**src/rtl/axi_lite_regfile_sub.sv**
```systemverilog
// AXI4-Lite subordinate terminating req/resp structs into a word-addressed register file.
// Optional build macro AXI_LITE_REGFILE_DECERR_EN: full address decode with DECERR on out-of-range words.

package axi_lite_regfile_pkg;

    localparam int unsigned AddrWidth = 32;
    localparam int unsigned DataWidth = 32;
    localparam int unsigned StrbWidth = DataWidth / 8;

    localparam logic [1:0] RespOkay   = 2'b00;
    localparam logic [1:0] RespDecErr = 2'b11;

    typedef struct packed {
        logic [AddrWidth-1:0] addr;
        logic [2:0]           prot;
    } aw_chan_t;

    typedef struct packed {
        logic [DataWidth-1:0] data;
        logic [StrbWidth-1:0] strb;
    } w_chan_t;

    typedef struct packed {
        logic [1:0] resp;
    } b_chan_t;

    typedef struct packed {
        logic [AddrWidth-1:0] addr;
        logic [2:0]           prot;
    } ar_chan_t;

    typedef struct packed {
        logic [DataWidth-1:0] data;
        logic [1:0]           resp;
    } r_chan_t;

    typedef struct packed {
        aw_chan_t aw;
        logic     aw_valid;
        w_chan_t  w;
        logic     w_valid;
        logic     b_ready;
        ar_chan_t ar;
        logic     ar_valid;
        logic     r_ready;
    } req_t;

    typedef struct packed {
        logic     aw_ready;
        logic     w_ready;
        b_chan_t  b;
        logic     b_valid;
        logic     ar_ready;
        r_chan_t  r;
        logic     r_valid;
    } resp_t;

endpackage

module axi_lite_regfile_sub #(
    parameter int unsigned AddrWidth = 32,
    parameter int unsigned DataWidth = 32,
    parameter int unsigned NumWords  = 16,
    parameter type         req_t     = axi_lite_regfile_pkg::req_t,
    parameter type         resp_t    = axi_lite_regfile_pkg::resp_t
) (
    input  logic                          clk_i,
    input  logic                          rst_i,
    input  req_t                          axi_req_i,
    output resp_t                         axi_resp_o,
    output logic [NumWords*DataWidth-1:0] regs_o
);

    localparam int unsigned StrbW   = DataWidth / 8;
    localparam int unsigned OffW    = $clog2(StrbW);
    localparam int unsigned IdxW    = $clog2(NumWords);
    localparam int unsigned IdxTopW = OffW + IdxW;

    localparam logic [1:0] RespOkay   = 2'b00;
    localparam logic [1:0] RespDecErr = 2'b11;

    typedef enum logic [1:0] {
        W_IDLE,
        W_HAVE_AW,
        W_HAVE_W,
        W_RESP
    } w_state_e;

    typedef enum logic {
        R_IDLE,
        R_RESP
    } r_state_e;

    w_state_e w_state_q, w_state_d;
    r_state_e r_state_q, r_state_d;

    logic [NumWords-1:0][DataWidth-1:0] regs_q, regs_d;

    logic [AddrWidth-1:0] aw_addr_q, aw_addr_d;
    logic [DataWidth-1:0] w_data_q, w_data_d;
    logic [StrbW-1:0]     w_strb_q, w_strb_d;

    logic                 aw_ready_q, aw_ready_d;
    logic                 w_ready_q, w_ready_d;
    logic                 b_valid_q, b_valid_d;
    logic [1:0]           b_resp_q, b_resp_d;
    logic                 ar_ready_q, ar_ready_d;
    logic                 r_valid_q, r_valid_d;
    logic [1:0]           r_resp_q, r_resp_d;
    logic [DataWidth-1:0] r_data_q, r_data_d;

    logic                 aw_hs_c, w_hs_c, ar_hs_c;
    logic                 do_write_c;
    logic [AddrWidth-1:0] wr_addr_c, rd_addr_c;
    logic [DataWidth-1:0] wr_data_c;
    logic [StrbW-1:0]     wr_strb_c;
    logic [IdxW-1:0]      wr_idx_c, rd_idx_c;
    logic                 wr_err_c, rd_err_c;
    logic                 unused_bits_c;

    assign aw_hs_c   = axi_req_i.aw_valid & aw_ready_q;
    assign w_hs_c    = axi_req_i.w_valid & w_ready_q;
    assign ar_hs_c   = axi_req_i.ar_valid & ar_ready_q;
    assign rd_addr_c = axi_req_i.ar.addr;

    assign wr_idx_c = wr_addr_c[OffW +: IdxW];
    assign rd_idx_c = rd_addr_c[OffW +: IdxW];

    // Out-of-range decode only exists in the DECERR build; otherwise addresses alias.
`ifdef AXI_LITE_REGFILE_DECERR_EN
    assign wr_err_c = |(wr_addr_c >> IdxTopW);
    assign rd_err_c = |(rd_addr_c >> IdxTopW);
`else
    assign wr_err_c = 1'b0;
    assign rd_err_c = 1'b0;
`endif

    assign unused_bits_c = ^{axi_req_i, wr_addr_c, rd_addr_c};

    // Write path next-state, beat capture and response generation.
    always_comb begin
        w_state_d  = w_state_q;
        aw_addr_d  = aw_addr_q;
        w_data_d   = w_data_q;
        w_strb_d   = w_strb_q;
        b_resp_d   = b_resp_q;
        do_write_c = 1'b0;
        wr_addr_c  = aw_addr_q;
        wr_data_c  = w_data_q;
        wr_strb_c  = w_strb_q;

        unique case (w_state_q)
            W_IDLE: begin
                if (aw_hs_c && w_hs_c) begin
                    do_write_c = 1'b1;
                    wr_addr_c  = axi_req_i.aw.addr;
                    wr_data_c  = axi_req_i.w.data;
                    wr_strb_c  = axi_req_i.w.strb;
                    w_state_d  = W_RESP;
                end else if (aw_hs_c) begin
                    aw_addr_d = axi_req_i.aw.addr;
                    w_state_d = W_HAVE_AW;
                end else if (w_hs_c) begin
                    w_data_d  = axi_req_i.w.data;
                    w_strb_d  = axi_req_i.w.strb;
                    w_state_d = W_HAVE_W;
                end
            end
            W_HAVE_AW: begin
                if (w_hs_c) begin
                    do_write_c = 1'b1;
                    wr_data_c  = axi_req_i.w.data;
                    wr_strb_c  = axi_req_i.w.strb;
                    w_state_d  = W_RESP;
                end
            end
            W_HAVE_W: begin
                if (aw_hs_c) begin
                    do_write_c = 1'b1;
                    wr_addr_c  = axi_req_i.aw.addr;
                    w_state_d  = W_RESP;
                end
            end
            W_RESP: begin
                if (axi_req_i.b_ready) begin
                    w_state_d = W_IDLE;
                end
            end
            default: w_state_d = W_IDLE;
        endcase

        if (do_write_c) begin
            b_resp_d = wr_err_c ? RespDecErr : RespOkay;
        end

        aw_ready_d = (w_state_d == W_IDLE) || (w_state_d == W_HAVE_W);
        w_ready_d  = (w_state_d == W_IDLE) || (w_state_d == W_HAVE_AW);
        b_valid_d  = (w_state_d == W_RESP);
    end

    // Byte-lane merge into the addressed word.
    always_comb begin
        regs_d = regs_q;
        if (do_write_c && !wr_err_c) begin
            for (int k = 0; k < StrbW; k++) begin
                if (wr_strb_c[k]) begin
                    regs_d[wr_idx_c][8*k +: 8] = wr_data_c[8*k +: 8];
                end
            end
        end
    end

    // Read path: data sampled from the pre-write register state (read-before-write).
    always_comb begin
        r_state_d = r_state_q;
        r_data_d  = r_data_q;
        r_resp_d  = r_resp_q;

        unique case (r_state_q)
            R_IDLE: begin
                if (ar_hs_c) begin
                    r_data_d  = rd_err_c ? '0 : regs_q[rd_idx_c];
                    r_resp_d  = rd_err_c ? RespDecErr : RespOkay;
                    r_state_d = R_RESP;
                end
            end
            R_RESP: begin
                if (axi_req_i.r_ready) begin
                    r_state_d = R_IDLE;
                end
            end
            default: r_state_d = R_IDLE;
        endcase

        ar_ready_d = (r_state_d == R_IDLE);
        r_valid_d  = (r_state_d == R_RESP);
    end

    always_ff @(posedge clk_i) begin
        if (rst_i) begin
            w_state_q  <= W_IDLE;
            r_state_q  <= R_IDLE;
            regs_q     <= '0;
            aw_addr_q  <= '0;
            w_data_q   <= '0;
            w_strb_q   <= '0;
            aw_ready_q <= 1'b1;
            w_ready_q  <= 1'b1;
            b_valid_q  <= 1'b0;
            b_resp_q   <= RespOkay;
            ar_ready_q <= 1'b1;
            r_valid_q  <= 1'b0;
            r_resp_q   <= RespOkay;
            r_data_q   <= '0;
        end else begin
            w_state_q  <= w_state_d;
            r_state_q  <= r_state_d;
            regs_q     <= regs_d;
            aw_addr_q  <= aw_addr_d;
            w_data_q   <= w_data_d;
            w_strb_q   <= w_strb_d;
            aw_ready_q <= aw_ready_d;
            w_ready_q  <= w_ready_d;
            b_valid_q  <= b_valid_d;
            b_resp_q   <= b_resp_d;
            ar_ready_q <= ar_ready_d;
            r_valid_q  <= r_valid_d;
            r_resp_q   <= r_resp_d;
            r_data_q   <= r_data_d;
        end
    end

    // Response bundle is a pure view of flops; unused fields stay zero.
    always_comb begin
        axi_resp_o          = '0;
        axi_resp_o.aw_ready = aw_ready_q;
        axi_resp_o.w_ready  = w_ready_q;
        axi_resp_o.b.resp   = b_resp_q;
        axi_resp_o.b_valid  = b_valid_q;
        axi_resp_o.ar_ready = ar_ready_q;
        axi_resp_o.r.data   = r_data_q;
        axi_resp_o.r.resp   = r_resp_q;
        axi_resp_o.r_valid  = r_valid_q;
    end

    assign regs_o = regs_q;

endmodule

```
**config.mk**
```make
export PLATFORM = sky130hd
export DESIGN_NAME = axi_lite_regfile_sub
export DESIGN_NICKNAME = d
export VERILOG_FILES = /design/src/rtl/axi_lite_regfile_sub.sv
export SDC_FILE = /design/constraint.sdc
export NUM_CORES = 1
export LEC_CHECK = 0
export CELL_PAD_IN_SITES_DETAIL_PLACEMENT = 0
export CELL_PAD_IN_SITES_GLOBAL_PLACEMENT = 1
export CORE_MARGIN = 4
export CORE_UTILIZATION = 36
export DETAILED_ROUTE_END_ITERATION = 16
export MAX_ROUTING_LAYER = met4
export PLACE_DENSITY = 0.87
export SLEW_MARGIN = 5
export SYNTH_ARGS = -nofsm -noshare
export SYNTH_HDL_FRONTEND = slang
export SYNTH_SLANG_ARGS = --single-unit
```
**constraint.sdc**
```tcl
create_clock -name clk_i -period 1.6 [get_ports clk_i]
set_input_delay 0.16 -clock clk_i [delete_from_list [all_inputs] [get_ports clk_i]]
set_output_delay 0.16 -clock clk_i [all_outputs]
set_load 0.02 [all_outputs]
```
==> results.cfg <==
[sta]
rsz0062_at_grt = true
tightest_slew_ns = 0.519
setup_viol = 513
layout_min_cycle_time_ns = 1.90
fin_worst_skew_ns = 0.0281
layout_setup_ws_ns = -0.296
slew_violations = 0
fmaxAchievable_mhz = 527
setup_tns_ns = -95.82
hold_violations = 0
relSlewSlack = 0.654
finalCritPeriodShare = 1.19

[run_status]
violations = setup timing
outcome = finished with violations

[worst_setup_path]
slowest_delay_ns = 0.35
r2r_cells = 8
start_kind = flip-flop
worstSetupPathType = flip-flop to flip-flop
timing.rr.start = w_state_q[0]
r2r_setup_slack_ns = -0.30
worstPathArrival_ns = 2.42
crit_required_ns = 2.12
critPathSlowestCell = dfxtp_4
crit_fanout = 8
timing.rr.end = regs_o[198]
endpoint_kind = flip-flop
worstPathCellList = buf_6 -> and4b_4 -> buf_6 -> a32oi_4 -> buf_12 -> a21oi_4 -> buf_12 -> mux2i_2

[clock_tree]
htree_levels = 3
clk_pin_slew_ns = 0.06
max-clock-path-buffers = 3
clock_sinks = 591
cts_buffers = 68
cts_tree = yes
clock-root-buffer = clkbuf_16
worst_skew_pair.late_latency_ns = 0.61

[floorplan]
core_um2 = 77600
die_w_um = 288
num_io_pins = 666
die-area_um2 = 83000
std_cell_rows = 102
die_h_um = 288
start_util = 0.364

[final_layout]
layout-drive-gt1-share = 0.202
final_common_cell = mux2i_1
mostFrequentLayoutCells = mux2i_1 (604), dfxtp_1 (583), nand2b_1 (513), dlymetal6s2s_1 (362), buf_12 (150)
nNetsFinal = 3399
syn2layout_area_growth_pct = 49.4
fin_util = 0.544
postLayoutCellArea_um2 = 42200

[placed_design]
post-place-ws_ns = -0.796
io_buffers = 599
dp.final_hpwl_mm = 80.3
dpl-instance-area_um2 = 38300
gp_congestion = 0.919

[drt]
drt-met1-wl_mm = 47.0
wl_per_cell_um = 25.7
via_per_inst = 5.25
drtAntennaViolNets = 0
firstDrtPassIters = 7
met3_length_mm = 6.73
wl_mm = 113
top_layer = met4
drt-initial-drc-count = 1556
vias = 23011
met2_length_mm = 56.0
drc_errors = 0

[pwr]
ir_worst_vdd_mv = 0.736
pwr_density_cell_nw_per_um2 = 814
leakage_nw = 22.6

[synthesis]
yosysWarnings = 0
ys.flop_type = dfxtp_1
syn_avg_cell_area_um2 = 11.3
async_flop_share = 0
synthDistinctLibCells = 48
synth_seq_cells = 591
syn_inst = 2501
synth_edf_count = 0
syn-cell-area_um2 = 28200
ys_seq_area_frac = 0.419

[run]
cap_violations = 0

[hold_path]
min_to = w_data_q[14]
hold_depth = 3
worst_hold_path_type = input pin to flip-flop
hold_start = rst_i

[global_route]
grt_max_degree = 132
grt_antenna_before_repair = 8
grt_pass1_wl_mm = 161
grt-ovfl-total = 0
first_global_vias = 23344
grtUsageTotal = 0.266
[cell families (layout without fill, tap and decap cells)]
kind of cell	count (synthesis)	count (layout)	synth area share
mux	704	704	0.292
simple gates	701	703	0.151
flops	591	591	0.419
compound gates	299	299	0.101
buf+inv	205	1037	0.0371
other cells	1	12	0.000133
[routing by layer]
| layer | vias to the layer above | GRT usage |
|---|---|---|
| met2 | 834 | 0.449 |
| li1 | 10486 | - |
| met5 | - | - |
| met4 | 0 | 0.0712 |
| met1 | 11502 | 0.327 |
| met3 | 189 | 0.0497 |
[flip-flops by register name, indices dropped and copies added, names as in the netlist]
signal,flops
aw_addr_q,4
w_data_q,32
aw_ready_q,1
w_strb_q,4
b_valid_q,1
w_ready_q,1
r_valid_q,1
r_data_q,32
ar_ready_q,1
w_state_q,2
regs_o,512
[timing repair]
| action | CTS | global route |
|---|---|---|
| pin swaps | 30 | 10 |
| buffers inserted | 27 | 14 |
| cloned | 4 | 7 |
| gates resized for setup | 252 | 418 |
| endpoints found under the setup margin | 1115 | 966 |
| hold buffers | 0 | 0 |
[synthesized netlist by cell type, drive strengths merged, types with 3 or more instances]
library cell	instances	area (µm²)
a21o	34	257
a21oi	89	956
a22oi	32	240
a32o	4	40.0
a32oi	4	65.1
and2	3	18.8
and2b	8	63.8
and4	5	43.8
buf	94	619
clkbuf	108	418
dfxtp	591	11800
inv	3	11.3
mux2i	608	6090
mux4	96	2160
nand2	112	423
nand2b	513	3210
nand3	32	160
nand4	12	231
nor2	7	36.3
o2111a	4	80.1
o211ai	73	654
o21ai	56	505
[stage by stage]
stage	hold slack, ns	std cells	total power [W]
finish	0.0721	4386	0.0344
global route	0.0723	4386	0.0354
CTS	0.0396	4359	0.0345
detailed placement	0.443	4208	0.0185
global placement	0.439	4208	0.0185
floorplan	0.289	2504	0.0170
[how the worst max path moves through the flow]
stage / cells after the start / to / slack [ns] / start
floorplan: 5 / regs_o[261] / -0.04 / w_ready_q
finish: 8 / regs_o[198] / -0.30 / w_state_q[0]
detailed placement: 7 / regs_o[82] / -0.80 / axi_req_i[75]
global route: 8 / regs_o[198] / -0.32 / w_state_q[0]
global placement: 7 / regs_o[164] / -0.79 / axi_req_i[75]
CTS: 4 / w_data_q[9] / -0.25 / aw_ready_q
[power breakdown]
part | switching, W | leakage, nW | internal, W
logic | 0.00193 | 16.7 | 0.00162
clock network | 0.00643 | 1.13 | 0.00950
registers | 0.0000835 | 4.77 | 0.0148
total | 0.00844 | 22.6 | 0.0259
[layout make-up]
class / count / area (µm²)
Clock inverter: 22 / 258
Timing Repair Buffer: 912 / 11200
Tap cell: 1040 / 1300
Multi-Input combinational cell: 1710 / 15600
Clock buffer: 100 / 2030
Fill cell: 6710 / 35400
Antenna cell: 8 / 20.0
Inverter: 3 / 11.3
Sequential cell: 591 / 11800
[critical path: cells and delay by family (launching register included)]
kind                   cells  cell delay (ns)
flip-flops                 1             0.35
multiplexers               1             0.22
buffers and inverters      4             0.62
AND/OR/NAND/NOR            1             0.34
AO/OA/AOI/OAI              2             0.26
(Power assumes the default switching activity.)
